[src/rtl/lcd_writer_if.sv]
// Stream interface carrying 9-bit LCD words {RS, DB[7:0]} into lcd_writer.
//
// Handshake: a word moves on a rising clock edge where valid_i and ready_o
// are both 1. The source may raise valid_i at any time and may drop it or
// change data_i freely while ready_o is 0; the sink ignores both until it
// raises ready_o. ready_o never depends combinationally on valid_i.
interface lcd_writer_if;
    logic [8:0] data_i;
    logic       valid_i;
    logic       ready_o;

    modport master (
        output data_i,
        output valid_i,
        input  ready_o
    );

    modport slave (
        input  data_i,
        input  valid_i,
        output ready_o
    );
endinterface

[src/rtl/lcd_writer.sv]
// HD44780-style 8-bit parallel write engine. Takes one {RS, DB} word per
// handshake and plays it onto the LCD pins with setup / enable / hold timing,
// followed by a settle gap that is longer for clear/home commands.
module lcd_writer #(
    parameter int T_SETUP = 2,
    parameter int T_EN    = 12,
    parameter int T_HOLD  = 2,
    parameter int T_GAP   = 2000,
    parameter int T_LONG  = 82000,
    parameter int CNT_W   = 17
) (
    input  logic         clock_i,
    input  logic         rstn_i,
    lcd_writer_if.slave  stream,
    output logic         lcd_rs_o,
    output logic         lcd_rw_o,
    output logic         lcd_e_o,
    output logic [7:0]   lcd_db_o,
    output logic [2:0]   dbg_state
);

    typedef enum logic [2:0] {
        IDLE  = 3'd0,
        SETUP = 3'd1,
        PULSE = 3'd2,
        HOLD  = 3'd3,
        GAP   = 3'd4
    } state_t;

    localparam logic [CNT_W-1:0] SETUP_LAST = CNT_W'(T_SETUP - 1);
    localparam logic [CNT_W-1:0] EN_LAST    = CNT_W'(T_EN - 1);
    localparam logic [CNT_W-1:0] HOLD_LAST  = CNT_W'(T_HOLD - 1);
    localparam logic [CNT_W-1:0] GAP_LAST   = CNT_W'(T_GAP - 1);
    localparam logic [CNT_W-1:0] LONG_LAST  = CNT_W'(T_LONG - 1);

    state_t           state_q, state_d;
    logic [CNT_W-1:0] cnt_q, cnt_d;
    logic             rs_d;
    logic [7:0]       db_d;
    logic             ready_d;
    logic             e_d;
    logic             long_cmd;
    logic [CNT_W-1:0] gap_last;

    // Clear (0x01) and return-home (0x02/0x03) need the long settle time.
    assign long_cmd = !lcd_rs_o && (lcd_db_o[7:2] == 6'd0) && (lcd_db_o[1:0] != 2'd0);
    assign gap_last = long_cmd ? LONG_LAST : GAP_LAST;

    // Write-only interface: R/W is never driven high.
    assign lcd_rw_o  = 1'b0;
    assign dbg_state = state_q;

    // Next-state, counter and next-output decode; outputs are registered from
    // the next state so E and ready line up exactly with state entry.
    always_comb begin
        state_d = state_q;
        cnt_d   = cnt_q + CNT_W'(1);
        rs_d    = lcd_rs_o;
        db_d    = lcd_db_o;
        case (state_q)
            IDLE: begin
                cnt_d = '0;
                if (stream.valid_i && stream.ready_o) begin
                    rs_d    = stream.data_i[8];
                    db_d    = stream.data_i[7:0];
                    state_d = SETUP;
                end
            end
            SETUP: begin
                if (cnt_q == SETUP_LAST) begin
                    state_d = PULSE;
                    cnt_d   = '0;
                end
            end
            PULSE: begin
                if (cnt_q == EN_LAST) begin
                    state_d = HOLD;
                    cnt_d   = '0;
                end
            end
            HOLD: begin
                if (cnt_q == HOLD_LAST) begin
                    state_d = GAP;
                    cnt_d   = '0;
                end
            end
            GAP: begin
                if (cnt_q == gap_last) begin
                    state_d = IDLE;
                    cnt_d   = '0;
                end
            end
            default: begin
                state_d = IDLE;
                cnt_d   = '0;
            end
        endcase
        ready_d = (state_d == IDLE);
        e_d     = (state_d == PULSE);
    end

    // State, counter and all pin/handshake outputs; reset clears everything
    // at once, including dropping E mid-pulse.
    always_ff @(posedge clock_i or negedge rstn_i) begin
        if (!rstn_i) begin
            state_q        <= IDLE;
            cnt_q          <= '0;
            lcd_rs_o       <= 1'b0;
            lcd_db_o       <= 8'd0;
            lcd_e_o        <= 1'b0;
            stream.ready_o <= 1'b0;
        end else begin
            state_q        <= state_d;
            cnt_q          <= cnt_d;
            lcd_rs_o       <= rs_d;
            lcd_db_o       <= db_d;
            lcd_e_o        <= e_d;
            stream.ready_o <= ready_d;
        end
    end

endmodule

[src/flat_wrapper.sv]
// flat-port wrapper written by rule: the top's interface ports become plain ports
module lcd_writer_flat 
#(
    parameter int T_SETUP = 2,
    parameter int T_EN    = 12,
    parameter int T_HOLD  = 2,
    parameter int T_GAP   = 2000,
    parameter int T_LONG  = 82000,
    parameter int CNT_W   = 17
)
  (clock_i, rstn_i, lcd_rs_o, lcd_rw_o, lcd_e_o, lcd_db_o, dbg_state, stream_data_i, stream_valid_i, stream_ready_o);
  lcd_writer_if stream_i ();
  input  logic clock_i;
  input  logic rstn_i;
  output logic lcd_rs_o;
  output logic lcd_rw_o;
  output logic lcd_e_o;
  output logic [7:0] lcd_db_o;
  output logic [2:0] dbg_state;
  input wire logic [$bits(stream_i.data_i)-1:0] stream_data_i;
  input wire logic [$bits(stream_i.valid_i)-1:0] stream_valid_i;
  output wire logic [$bits(stream_i.ready_o)-1:0] stream_ready_o;
  assign stream_i.data_i = stream_data_i;
  assign stream_i.valid_i = stream_valid_i;
  assign stream_ready_o = stream_i.ready_o;
  lcd_writer #(.T_SETUP(T_SETUP), .T_EN(T_EN), .T_HOLD(T_HOLD), .T_GAP(T_GAP), .T_LONG(T_LONG), .CNT_W(CNT_W)) u_core (.clock_i(clock_i), .rstn_i(rstn_i), .stream(stream_i), .lcd_rs_o(lcd_rs_o), .lcd_rw_o(lcd_rw_o), .lcd_e_o(lcd_e_o), .lcd_db_o(lcd_db_o), .dbg_state(dbg_state));
endmodule
[config.mk]
export PLATFORM = sky130hd
export DESIGN_NAME = lcd_writer_flat
export DESIGN_NICKNAME = d
export VERILOG_FILES = /design/src/rtl/lcd_writer_if.sv /design/src/rtl/lcd_writer.sv /design/src/flat_wrapper.sv
export SDC_FILE = /design/constraint.sdc
export NUM_CORES = 1
export LEC_CHECK = 0
export ABC_AREA = 1
export BUFFER_PORTS_ARGS = -buffer_cell sky130_fd_sc_hd__clkbuf_2
export CAP_MARGIN = 20
export CORE_MARGIN = 1
export CORE_UTILIZATION = 53
export CTS_BUF_LIST = sky130_fd_sc_hd__clkbuf_4 sky130_fd_sc_hd__clkbuf_8
export DETAILED_ROUTE_END_ITERATION = 10
export PLACE_DENSITY = 0.78
export RECOVER_POWER = 50
export REMOVE_ABC_BUFFERS = 1
export SLEW_MARGIN = 20
export SYNTH_ARGS = -nofsm -noshare
export SYNTH_HDL_FRONTEND = slang
export SYNTH_SLANG_ARGS = --single-unit
[constraint.sdc]
create_clock -name clock_i -period 1.7 [get_ports clock_i]
set_clock_uncertainty 0.2 [all_clocks]
set_input_delay 0.34 -clock clock_i [delete_from_list [all_inputs] [get_ports clock_i]]
set_output_delay 0.34 -clock clock_i [all_outputs]
set_load 0.05 [all_outputs]
==> impl_results.md <==
- Dpl hpwl: 2950 um
- Routed WL per cell: 13.8 um
- Post-DP Area: 1990 um^2
- Design Area, Final: 2210 um^2
- CTS max path bufs: 2
- Antenna violations before repair: 0
- Cts bufs inserted: 5
- Die H: slightly below 60 um
- Number of buffers added on ports: 25
- # setup viols final: 0
- Reg area: 777 um^2
- First-pass GRT wire length: 6220 um
- Critical path launch point type: flip-flop
- Post-Synth Adder-Cell Area: about 1.4%
- Layout cells sized above 1: between 40% and 50%
- Synth cell types: 32
- RSZ-0062 raised after global routing: yes
- Synthesized area: about 1700 um^2
- Worst stage delay on the critical path: roughly 0.40 ns
- Max Cap Viol: 0
- Synth Area in Simple Gates: 29.2%
- First-pass detailed-route iteration total: 4
- Status: complete, no violations
- CP Data Required Time: 1.77 ns
- # rows: 20
- Fmax: between 500 and 600 MHz
- Initial core utilization: ~57%
- # fillers: 225
- Worst-Skew Late Latency: 0.33 ns
- Routability cong.: 0.885
- Crit end category: flip-flop
- Die area: 3520 um^2
- Fin crit period: ~1.7 ns
- Final #Nets: 270
- CTS tree: yes
- Slew Limit Headroom: 35.6%
- Worst path most repeated cell: inv_2
- Worst path cell trace: ha_2 > nand3_2 > inv_2 > nand4_1 > inv_2 > nand2_2 > o21bai_1 > o21ai_1 > nor2_1
- Worst Tran Pin Value: 0.966 ns
- CP Max Fanout: 3
- Arr. time, crit path: 1.76 ns
- Ant diodes: 0
- Worst hold path class: in -> reg
- Worst reg-to-reg path cell count: 9
- Core area: 3080 um^2
- Slowest cell on the critical path: dfrtp_1
- Worst VDD drop: approximately 500 uV
- Reg2reg setup slack: approximately 0.014 ns
- Worst Path Buf+Inv: 2
- GRT overflow: 0
- Clk sinks: 31
- Hold Violations, Final: 0
- Drt initial violations: 99
- Max Slew Vio Count: 0
- Seq/Total Area, Yosys: 44.5%
- Worst hold slack: 0.0308 ns
- Number of routed nets with antenna violations: 0
- Root Buffer: clkbuf_4
- Multiplexer share of the synthesized area: 5.81%
- Drt total wl: 4160 um
- Post-Synthesis Cells: approximately 210
- Mean Syn Cell Area: 8.26 um^2
- Worst Min Path Start: stream_data_i[6]
- Remaining DRCs: 0
- Hold Path Stages: 2
- Leakage power: 1.15 nW
- Worst Hold Path EP: u_core.lcd_db_o[6]
- Main combinational cell family by area after synthesis: simple AND/OR/NAND/NOR gates
- Via-per-instance ratio: 5.24
- P&R area growth vs syn: 27.0%
- XOR/XNOR share of the synthesized area: 0.503%
- Number of synthesis warnings: 0
- Worst R2R End: u_core.cnt_q[12]
- CTS clk-pin slew, worst paths: 0.10 ns
- Largest net degree at the start of global routing: 17
- Io pins: 27
- Area occupied by multi-input gates: 926 um^2
- Largest delay share family, worst path: simple AND/OR/NAND/NOR gates
- All-Layer GR Usage: 24.4%
- Final cycle utilization of the critical path: 99.2%
- Fin cells: around 300
- Vias: 1,576
- WS Path Type: reg -> reg
- Compound-gate portion of the synthesized area: 9.98%
- H-tree Lvls: 2
- Inst Count DP: between 200 and 300
- Power per cell area: 579 nW/um^2
- Setup TNS: 0 ns
- Total power: 0.00128 W
- Worst r2r src: u_core.cnt_q[1]
- Vias in the first global route: 1,413
- Register bit total from synthesis: 31
- Chip width: 59.3 um
## stage by stage
stage | utilization, % | worst slack [ns]
floorplan | - | -0.0737
global placement | 64.8 | 0.0139
detailed placement | 64.8 | -0.0341
CTS | 67.7 | 0.0161
global route | 71.9 | -0.0897
finish | 71.9 | 0.0138
## cell usage after synthesis
master / number / area, um^2
inv_1: 24 / 90.1
nand4_1: 3 / 18.8
nor3_2: 1 / 10.0
mux2_2: 9 / 101
or2_1: 2 / 12.5
buf_4: 1 / 7.51
inv_4: 1 / 6.26
o22ai_1: 1 / 6.26
nand2_2: 2 / 12.5
a21oi_1: 13 / 65.1
or2_2: 2 / 12.5
ha_1: 2 / 25.0
nand3_1: 18 / 90.1
o21bai_1: 2 / 15.0
nor2_2: 7 / 43.8
o21ai_0: 4 / 20.0
nor3_1: 4 / 20.0
conb_1: 1 / 3.75
nand2_1: 39 / 146
buf_6: 2 / 22.5
xor2_1: 1 / 8.76
inv_2: 5 / 18.8
nor2_1: 22 / 82.6
o21ai_2: 1 / 8.76
nand3_2: 3 / 30.0
o211ai_1: 2 / 15.0
a21oi_2: 3 / 26.3
dfrtp_1: 31 / 776
nand4_2: 1 / 12.5
a21o_1: 1 / 7.51
nand3_4: 1 / 17.5
o21ai_1: 2 / 10.0
## cell families after synthesis
logic type,Yosys count
multiplexers,9
AND/OR/NAND/NOR,105
other,1
adder cells (fa/ha/maj),2
AO/OA/AOI/OAI,29
flip-flops,31
XOR/XNOR,1
buffers and inverters,33
## routing by layer
layer  GRT usage, %  vias to the layer above  share of wire [%]  wire (um)
li1               -                      774                  -          -
met1           30.5                      737                 43       1790
met2           39.6                       59                 51       2110
met3           5.90                        6                5.4        223
met4           11.9                        0               0.79         33
met5              0                        -                  0          0
## report_power, final
group | total [W] | internal, W | switching, W | leakage, nW
combinational | 0.0000382 | 0.0000147 | 0.0000235 | 0.687
sequential | 0.000737 | 0.000737 | 0 | 0.417
clock | 0.000507 | 0.000259 | 0.000247 | 0.0420
total | 0.00128 | 0.00101 | 0.000271 | 1.15
## final cells by class
type	instances	share of cell area (%)
flip-flops and latches	31	35.1
repair inverters	1	0.283
clock buffers	8	3.28
multi-input cells	148	41.8
well taps	44	2.49
inverters	30	5.43
repair buffers	39	11.6
## cells in the final DEF, fill, tap and decap left out, types with 2 or more instances in the layout
cell type and instances:
nand2_1 35, dfrtp_1 30, inv_1 22, clkbuf_2 22, nor2_1 19, nand3_1 17
buf_4 11, nor2_2 9, a21oi_2 9, mux2_2 9, a21oi_1 7, inv_2 6
clkbuf_4 6, nand2_2 5, o21ai_0 4, nand3_2 3, nor3_2 3, nand4_1 3
o21ai_1 2, nor3_1 2, nand3_4 2, o211ai_1 2, inv_4 2, or2_1 2
or2_2 2, o21bai_1 2, clkbuf_8 2, buf_2 2, buf_12 2
## how the worst max path moves through the flow
stage                                   start                    end  slack, ns  cells past startpoint
final                         u_core.cnt_q[1]       u_core.cnt_q[12]       0.01                      9
after global routing          u_core.cnt_q[8]  u_core.stream.ready_o      -0.09                      9
after CTS                     u_core.cnt_q[0]        u_core.cnt_q[0]       0.02                      9
after detailed placement      u_core.cnt_q[0]  u_core.stream.ready_o      -0.03                      7
after global placement        u_core.cnt_q[8]  u_core.stream.ready_o       0.01                      9
after floorplan           u_core.dbg_state[2]     u_core.lcd_db_o[0]      -0.07                      3
## what timing repair did
item                       4_1_cts  5_1_grt
gates resized for setup          2       28
hold endpoints to repair        15        0
setup endpoints to repair       13       29
pin swaps                        0       12
buffers inserted                 0        3
hold buffers                     1        0
gates cloned                     0        2
## worst reg2reg max path, delay by kind of cell, from the launching register on
kind	cells	cell delay (ns)
buffers and inverters	2	0.21
flip-flops	1	0.40
AO/OA/AOI/OAI	2	0.22
AND/OR/NAND/NOR	4	0.41
adder cells (fa/ha/maj)	1	0.21
## registers in the layout, summed over array words and instances, names as in the netlist
register / count
u_core.dbg_state: 3
u_core.lcd_rs_o: 1
u_core.lcd_e_o: 1
u_core.cnt_q: 17
u_core.stream.ready_o: 1
u_core.lcd_db_o: 8
Power figures use the tool's default switching activity.
